`src/rtl/jk_seq_pkg.sv`:
```
// Shared codes for the JK bank sequencer: command modes, FSM states and
// the {J,K} pair encodings understood by jk_cell.
package jk_seq_pkg;

  typedef enum logic [1:0] {
    MODE_UP     = 2'b00,
    MODE_DOWN   = 2'b01,
    MODE_SHIFT  = 2'b10,
    MODE_TOGGLE = 2'b11
  } mode_e;

  typedef enum logic [1:0] {
    S_IDLE = 2'b00,
    S_RUN  = 2'b01,
    S_DONE = 2'b10
  } state_e;

  // {J,K} pairs
  localparam logic [1:0] JK_HOLD = 2'b00;
  localparam logic [1:0] JK_SET  = 2'b10;
  localparam logic [1:0] JK_CLR  = 2'b01;
  localparam logic [1:0] JK_TGL  = 2'b11;

endpackage

```
`src/rtl/jk_seq_ctrl_cell.sv`:
```
// Single JK flip-flop with synchronous active-high reset and complementary
// outputs; the primitive the sequencer drives.
module jk_cell
  import jk_seq_pkg::*;
(
  input  logic clk_i,
  input  logic rst_i,
  input  logic j,
  input  logic k,
  output logic q,
  output logic qn
);

  always_ff @(posedge clk_i) begin
    if (rst_i) begin
      q <= 1'b0;
    end else begin
      case ({j, k})
        JK_SET:  q <= 1'b1;
        JK_CLR:  q <= 1'b0;
        JK_TGL:  q <= ~q;
        default: q <= q;
      endcase
    end
  end

  assign qn = ~q;

endmodule

```
`src/rtl/jk_seq_ctrl.sv`:
```
// Command sequencer for a bank of N JK cells: latches mode/length on start,
// then steps the bank for that many cycles and pulses done.
//
// state  | meaning
// S_IDLE | bank holds; waiting for start_i
// S_RUN  | one step per edge until the step counter reaches its last step
// S_DONE | one-cycle completion pulse; start_i ignored
module jk_seq_ctrl
  import jk_seq_pkg::*;
#(
  parameter int N     = 4,
  parameter int LEN_W = 8
) (
  input  logic             clk_i,
  input  logic             rst_i,
  input  logic             start_i,
  input  logic [1:0]       mode_i,
  input  logic [LEN_W-1:0] len_i,
  input  logic             sin_i,
  output logic             busy_o,
  output logic             done_o,
  output logic [N-1:0]     q_o
);

  state_e           state_q, state_d;
  mode_e            mode_q, mode_d;
  logic [LEN_W-1:0] cnt_q, cnt_d;
  logic [N-1:0]     q_w, qn_w;
  logic [N-1:0]     step_j, step_k;
  logic [N-1:0]     cell_j, cell_k;

  always_ff @(posedge clk_i) begin
    if (rst_i) begin
      state_q <= S_IDLE;
      mode_q  <= MODE_UP;
      cnt_q   <= '0;
    end else begin
      state_q <= state_d;
      mode_q  <= mode_d;
      cnt_q   <= cnt_d;
    end
  end

  always_comb begin
    state_d = state_q;
    mode_d  = mode_q;
    cnt_d   = cnt_q;
    cell_j  = '0;
    cell_k  = '0;
    case (state_q)
      S_IDLE: begin
        if (start_i) begin
          mode_d  = mode_e'(mode_i);
          cnt_d   = len_i;
          state_d = (len_i != '0) ? S_RUN : S_DONE;
        end
      end
      S_RUN: begin
        cell_j = step_j;
        cell_k = step_k;
        cnt_d  = cnt_q - LEN_W'(1);
        if (cnt_q == LEN_W'(1)) state_d = S_DONE;
      end
      S_DONE:  state_d = S_IDLE;
      default: state_d = S_IDLE;
    endcase
  end

  // Ripple-carry style enables: a cell toggles when every lower cell is 1 (up) or 0 (down).
  always_comb begin
    logic up_c;
    logic dn_c;
    up_c   = 1'b1;
    dn_c   = 1'b1;
    step_j = '0;
    step_k = '0;
    for (int i = 0; i < N; i++) begin
      case (mode_q)
        MODE_UP: begin
          step_j[i] = up_c;
          step_k[i] = up_c;
        end
        MODE_DOWN: begin
          step_j[i] = dn_c;
          step_k[i] = dn_c;
        end
        MODE_SHIFT: begin
          step_j[i] = (i == 0) ? sin_i : q_w[(i == 0) ? 0 : i-1];
          step_k[i] = ~step_j[i];
        end
        default: begin
          step_j[i] = 1'b1;
          step_k[i] = 1'b1;
        end
      endcase
      up_c = up_c & q_w[i];
      dn_c = dn_c & qn_w[i];
    end
  end

  for (genvar g = 0; g < N; g++) begin : g_cell
    jk_cell u_cell (
      .clk_i (clk_i),
      .rst_i (rst_i),
      .j     (cell_j[g]),
      .k     (cell_k[g]),
      .q     (q_w[g]),
      .qn    (qn_w[g])
    );
  end

  assign busy_o = (state_q == S_RUN);
  assign done_o = (state_q == S_DONE);
  assign q_o    = q_w;

endmodule

```
`config.mk`:
```
export PLATFORM = sky130hd
export DESIGN_NAME = jk_seq_ctrl
export DESIGN_NICKNAME = d
export VERILOG_FILES = /design/src/rtl/jk_seq_pkg.sv /design/src/rtl/jk_seq_ctrl_cell.sv /design/src/rtl/jk_seq_ctrl.sv
export SDC_FILE = /design/constraint.sdc
export NUM_CORES = 1
export LEC_CHECK = 0
export ABC_AREA = 1
export CAP_MARGIN = 20
export CORE_MARGIN = 2
export CORE_UTILIZATION = 30
export CTS_CLUSTER_DIAMETER = 120
export DETAILED_ROUTE_END_ITERATION = 6
export GPL_TIMING_DRIVEN = 0
export PLACE_DENSITY = 0.62
export RECOVER_POWER = 25
export SKIP_CTS_REPAIR_TIMING = 1
export SYNTH_ARGS = -nofsm -noshare
export SYNTH_HDL_FRONTEND = slang
export SYNTH_SLANG_ARGS = --single-unit
```
`constraint.sdc`:
```
create_clock -name clk_i -period 2.25 [get_ports clk_i]
set_clock_uncertainty 0.1 [all_clocks]
set_input_delay 0.45 -clock clk_i [delete_from_list [all_inputs] [get_ports clk_i]]
set_output_delay 0.45 -clock clk_i [all_outputs]
set_load 0.02 [all_outputs]
```
==> flow_metrics.env, run 1 <==
export IMPL_grt_max_degree=11
export IMPL_synth_edff_count=0
export IMPL_grt_pass1_wl_um=4230
export IMPL_internal_power_w=0.000568
export IMPL_drc=0
export IMPL_hp_class="primary input to flop"
export IMPL_timing_rr_start="state_q[0]$_SDFFE_PP0P_"
export IMPL_hold_violations=0
export IMPL_multi_input_area_um2=608
export IMPL_seq_area_frac_synth_pct=28.8
export IMPL_rows=22
export IMPL_tritoncts="built"
export IMPL_cp_start_kind="flop"
export IMPL_die_h_um=64.9
export IMPL_syn_area_um2=1110
export IMPL_final_max_slew_viol_count=0
export IMPL_seq_power_share_pct=39.6
export IMPL_fin_nets=213
export IMPL_required_ns=1.70
export IMPL_layout_drive_gt1_share_pct=9.42
export IMPL_crit_buf_inv=2
export IMPL_start_util_pct=30.8
export IMPL_p_leak_nw=0.647
export IMPL_cp_arrival_ns=1.39
export IMPL_worstMarginPinSlew_ns=0.492
export IMPL_synth_seq_cells=16
export IMPL_cts_root_buf="clkbuf_8"
export IMPL_dp_cells=236
export IMPL_routed_via_density=4.52
export IMPL_gr_total_overflow=0
export IMPL_fin_ws_ns=0.308
export IMPL_worstPathMaxFanout=6
export IMPL_crit_family="buffers and inverters"
export IMPL_cpMaxStageDelayCell="clkdlybuf4s50_1"
export IMPL_ios=20
export IMPL_die_area_um2=4210
export IMPL_fin_crit_ns=1.94
export IMPL_min_from="rst_i"
export IMPL_share_comb_of_total_power_pct=35.3
export IMPL_drv_cap=0
export IMPL_io_buffers=18
export IMPL_core_area_um2=3610
export IMPL_power_w=0.000879
export IMPL_yosys_top_cells_count="nand2_1, inv_1, nor2_1"
export IMPL_avgRoutedWirePerCell_um=10.6
export IMPL_synth_top_area_share_pct=28.8
export IMPL_yosys_area_top_type="dfxtp_1"
export IMPL_synth_cell_types=26
export IMPL_synth_nets=190
export IMPL_final_seq_area_um2=320
export IMPL_cts_sink_count=16
export IMPL_fill_cells=396
export IMPL_diodes=0
export IMPL_synthFlopType="dfxtp_1"
export IMPL_wl_um=2540
export IMPL_cts_htree_levels=1
export IMPL_outcome="finished clean"
export IMPL_p_per_area_nw_per_um2=637
export IMPL_path_clk_slew_ns=0.07
export IMPL_vias=1081
export IMPL_die_w_um=64.9
export IMPL_syn_area_per_cell_um2=6.54
export IMPL_p_sw_w=0.000311
export IMPL_fmax_mhz=515
export IMPL_dpl_worst_slack_ns=0.316
export IMPL_antenna_found_initial=0
export IMPL_synthArstFlopShare_pct=0
export IMPL_synthTopCellsByArea="dfxtp_1, nand2_1, inv_1, ha_1, nor2_1"
export IMPL_synthCells=170
export IMPL_startpoint="g_cell[1].u_cell.q$_SDFFE_PP0P_"
export IMPL_setup_viol=0
export IMPL_grt_setup_unrepaired="false"
export IMPL_final_core_utilization_pct=38.3
export IMPL_gp_congestion=0.872
export IMPL_yosysWarnings=0
export IMPL_ant_nets=0
export IMPL_area_delta_synth_final_pct=24.2
export IMPL_max_slew_margin_pct=67.2
export IMPL_crit_type="flop to output port"
export IMPL_dp_hpwl_um=1930
export IMPL_first_pass_iters=4
export IMPL_fin_cells=239
export IMPL_grt_pass1_vias=930
export IMPL_clkPwrFrac_pct=25.2
export IMPL_cp_cell_sequence="buf_4 > clkdlybuf4s50_1"
export IMPL_tns_ns=0
export IMPL_clkLatencyLatePin_ns=0.25
export IMPL_yosysMostFrequentCell="nand2_1"
export IMPL_critPathMaxStageDelay_ns=0.59
export IMPL_clk_path_buf_depth=2
export IMPL_sw_frac_of_total_pct=35.4
export IMPL_numCtsBuffers=3
export IMPL_period_share_pct=86.3
export IMPL_drt_iter0_drc=30
export IMPL_critPathCaptureType="output port"
export IMPL_grtUsageTotal_pct=13.1
export IMPL_ir_drop_v=0.000194
through the flow:
stage	hold WS [ns]	cell area [µm²]
after detailed placement	0.368	1350
after global routing	0.349	1380
final	0.340	1380
after floorplan	0.352	1110
after CTS	0.336	1390
after global placement	0.369	1350
path summary, 6_finish.rpt:
| check | to | slack, ns | cells after the start |
|---|---|---|---|
| hold / removal | cnt_q[3]$_SDFFE_PP0P_ | 0.34 | 2 |
| setup / recovery | q_o[1] | 0.31 | 2 |
| hold reg to reg | cnt_q[7]$_SDFFE_PP0P_ | 0.38 | 2 |
| setup reg to reg | cnt_q[5]$_SDFFE_PP0P_ | 0.72 | 6 |
placed cells by master, fill, tap and decap left out:
cell type | Yosys | final
nand2_2 | 1 | 1
dlygate4sd3_1 | 0 | 1
nand4_1 | 2 | 2
o21a_1 | 1 | 1
buf_6 | 3 | 2
clkbuf_1 | 0 | 1
o21ai_0 | 10 | 10
o21ai_2 | 2 | 2
nand2_4 | 2 | 1
dfxtp_1 | 16 | 16
o221ai_1 | 1 | 1
o211ai_1 | 1 | 1
or2_2 | 1 | 1
inv_1 | 25 | 26
nand3_1 | 13 | 13
nand2_1 | 39 | 40
a31o_1 | 1 | 1
nor2_1 | 18 | 18
nor2_2 | 1 | 1
clkbuf_8 | 0 | 3
inv_4 | 1 | 1
ha_1 | 6 | 6
clkdlybuf4s50_1 | 0 | 16
o21ai_1 | 4 | 4
a21oi_1 | 11 | 11
dlymetal6s2s_1 | 0 | 1
nor3_1 | 1 | 1
a21oi_2 | 1 | 1
buf_4 | 5 | 5
a31oi_1 | 3 | 3
layer usage:
layer / vias up / part of all wire (%) / GRT usage (%)
li1: 583 / - / -
met1: 465 / 54 / 18.5
met2: 28 / 39 / 19.3
met3: 5 / 4.9 / 2.26
met4: 0 / 1.7 / 5.59
met5: - / 0 / 0
sequential cells by signal, summed over array words and instances (netlist names):
signal	flops
cnt_q	8
g_cell.u_cell.q	4
mode_q	2
state_q	2
power by group through the flow:
stage	sequential [W]	clock, W	combinational, W
6_report	0.000348	0.000221	0.000310
5_1_grt	0.000354	0.000238	0.000352
4_1_cts	0.000348	0.000228	0.000319
3_5_place_dp	0.000354	0	0.000318
3_3_place_gp	0.000354	0	0.000314
2_1_floorplan	0.000346	0	0.000234
layout make-up:
| class | count | area share, % |
|---|---|---|
| buffer | 8 | 4.62 |
| timing repair buffer | 18 | 13.2 |
| sequential | 16 | 23.2 |
| inverter | 27 | 7.52 |
| tap | 48 | 4.35 |
| multi-input combinational | 119 | 44.1 |
| clock buffer | 3 | 2.99 |
kinds of logic after synthesis:
group	count (synthesis)	synth area share (%)
simple gates	78	30.4
fa+ha+maj	6	6.76
flops	16	28.8
compound gates	35	18.2
buf+inv	35	15.8
(Power assumes the default switching activity.)
==> run 2, diff against run 1 <==
--- a/config.mk
+++ b/config.mk
@@ -15,6 +15,7 @@
 export PLACE_DENSITY = 0.62
 export RECOVER_POWER = 25
 export SKIP_CTS_REPAIR_TIMING = 1
+export SLEW_MARGIN = 5
 export SYNTH_ARGS = -nofsm -noshare
 export SYNTH_HDL_FRONTEND = slang
 export SYNTH_SLANG_ARGS = --single-unit
==> constraint.sdc (replaced) <==
create_clock -name clk_i -period 2.25 [get_ports clk_i]
set_clock_uncertainty 0.1 [all_clocks]
set_input_delay 0.225 -clock clk_i [delete_from_list [all_inputs] [get_ports clk_i]]
set_output_delay 0.225 -clock clk_i [all_outputs]
set_load 0.02 [all_outputs]
==> run 2 against run 1 <==
Via count about the same. Critical path depth increased by 2. Die area unchanged. Critical endpoint is now busy_o. Sequential power about the same. Flip-flop and latch count unchanged. Setup slack got worse by 0.010 ns. Register-to-register slack improved by 0.08 ns. Cell count unchanged. Clock-buffer cell count unchanged.
==> flow_metrics.env, run 2 (synthesis gave the netlist of run 1 again) <==
export IMPL_path_clk_slew_ns=0.07
export IMPL_avgRoutedWirePerCell_um=10.6
export IMPL_layout_drive_gt1_share_pct=9.95
export IMPL_grt_pass1_vias=930
export IMPL_fin_nets=213
export IMPL_worstPathMaxFanout=10
export IMPL_diodes=0
export IMPL_critPathCaptureType="output port"
export IMPL_final_max_slew_viol_count=0
export IMPL_cts_root_buf="clkbuf_8"
export IMPL_antenna_found_initial=0
export IMPL_dpl_worst_slack_ns=0.541
export IMPL_p_per_area_nw_per_um2=638
export IMPL_cpMaxStageDelayCell="clkdlybuf4s50_1"
export IMPL_fmax_mhz=512
export IMPL_vias=1080
export IMPL_routed_via_density=4.52
export IMPL_drv_cap=0
export IMPL_first_pass_iters=4
export IMPL_cp_start_kind="flop"
export IMPL_fin_ws_ns=0.297
export IMPL_io_buffers=18
export IMPL_ant_nets=0
export IMPL_worstMarginPinSlew_ns=0.464
export IMPL_core_area_um2=3610
export IMPL_fin_crit_ns=1.95
export IMPL_largest_reg_flops=8
export IMPL_timing_rr_start="state_q[0]$_SDFFE_PP0P_"
export IMPL_most_common_layout_cells="nand2_1, inv_1, nor2_1, clkdlybuf4s50_1, dfxtp_1"
export IMPL_grt_setup_unrepaired="false"
export IMPL_fill_cells=396
export IMPL_grt_pass1_wl_um=4230
export IMPL_period_share_pct=86.8
export IMPL_gr_total_overflow=0
export IMPL_outcome="finished clean"
export IMPL_clk_path_buf_depth=2
export IMPL_final_core_utilization_pct=38.3
export IMPL_drc=0
export IMPL_cts_sink_count=16
export IMPL_required_ns=1.92
export IMPL_gp_congestion=0.872
export IMPL_tns_ns=0
export IMPL_hp_class="primary input to flop"
export IMPL_final_common_cell="nand2_1"
export IMPL_tritoncts="built"
export IMPL_crit_type="flop to output port"
export IMPL_cp_arrival_ns=1.63
export IMPL_min_from="rst_i"
export IMPL_p_leak_nw=0.633
export IMPL_startpoint="state_q[0]$_SDFFE_PP0P_"
export IMPL_die_w_um=64.9
export IMPL_grtUsageTotal_pct=13.1
export IMPL_cp_cell_sequence="nand2_2 > inv_2 > buf_6 > clkdlybuf4s50_1"
export IMPL_ir_drop_v=0.000193
export IMPL_start_util_pct=30.8
export IMPL_drt_iter0_drc=44
export IMPL_cts_htree_levels=1
export IMPL_grt_max_degree=11
export IMPL_clkLatencyLatePin_ns=0.25
export IMPL_die_area_um2=4210
export IMPL_area_delta_synth_final_pct=24.4
export IMPL_rows=22
export IMPL_numCtsBuffers=3
export IMPL_max_slew_margin_pct=69.0
export IMPL_ios=20
export IMPL_die_h_um=64.9
export IMPL_reg_top3="cnt_q: 8 flops, g_cell.u_cell.q: 4 flops"
export IMPL_hold_violations=0
export IMPL_setup_viol=0
export IMPL_whs_ns=0.115
export IMPL_wl_um=2530
export IMPL_dp_hpwl_um=1930
export IMPL_max_flop_register="cnt_q"
export IMPL_critPathMaxStageDelay_ns=0.60
## run 2: cell type report
cell class | instances | area (µm²) | area share, %
buffer | 8 | 63.8 | 4.62
clock buffer | 3 | 41.3 | 2.99
inverter | 27 | 104 | 7.51
multi-input combinational | 119 | 613 | 44.3
sequential | 16 | 320 | 23.2
tap | 48 | 60.1 | 4.34
timing repair buffer | 18 | 180 | 13.0
## run 2: power breakdown
| part | switching [W] | total, W | leakage, nW | internal [W] |
|---|---|---|---|---|
| Combinational | 0.000178 | 0.000313 | 0.480 | 0.000135 |
| Sequential | 0.0000317 | 0.000347 | 0.132 | 0.000315 |
| Clock | 0.000102 | 0.000221 | 0.0216 | 0.000119 |
| Total | 0.000312 | 0.000882 | 0.633 | 0.000570 |
## run 2: final timing paths
kind | to | slack, ns | cells past startpoint
worst max-delay path | busy_o | 0.30 | 4
worst min-delay path | cnt_q[3]$_SDFFE_PP0P_ | 0.11 | 2
worst max register to register | cnt_q[5]$_SDFFE_PP0P_ | 0.80 | 6
worst min register to register | cnt_q[7]$_SDFFE_PP0P_ | 0.38 | 2
## run 2: metal layers
layer  share of wire (%)  GRT usage [%]  vias to the layer above
li1                    -              -                      583
met1                  53           18.5                      464
met2                  40           19.3                       28
met3                 5.4           2.26                        5
met4                 1.7           5.59                        0
met5                   0              0                        -
## run 2: critical path, delay by kind of cell (launching register included)
kind / cells / cell delay [ns]
buf+inv: 3 / 0.89
flops: 1 / 0.38
simple gates: 1 / 0.09
## run 2: through the flow
step                      instance area (µm²)  power, W  cells
after CTS                                1390  0.000895    239
final                                    1380  0.000882    239
after global placement                   1350  0.000668    236
after floorplan                          1110  0.000580    170
after global routing                     1380  0.000948    239
after detailed placement                 1350  0.000672    236
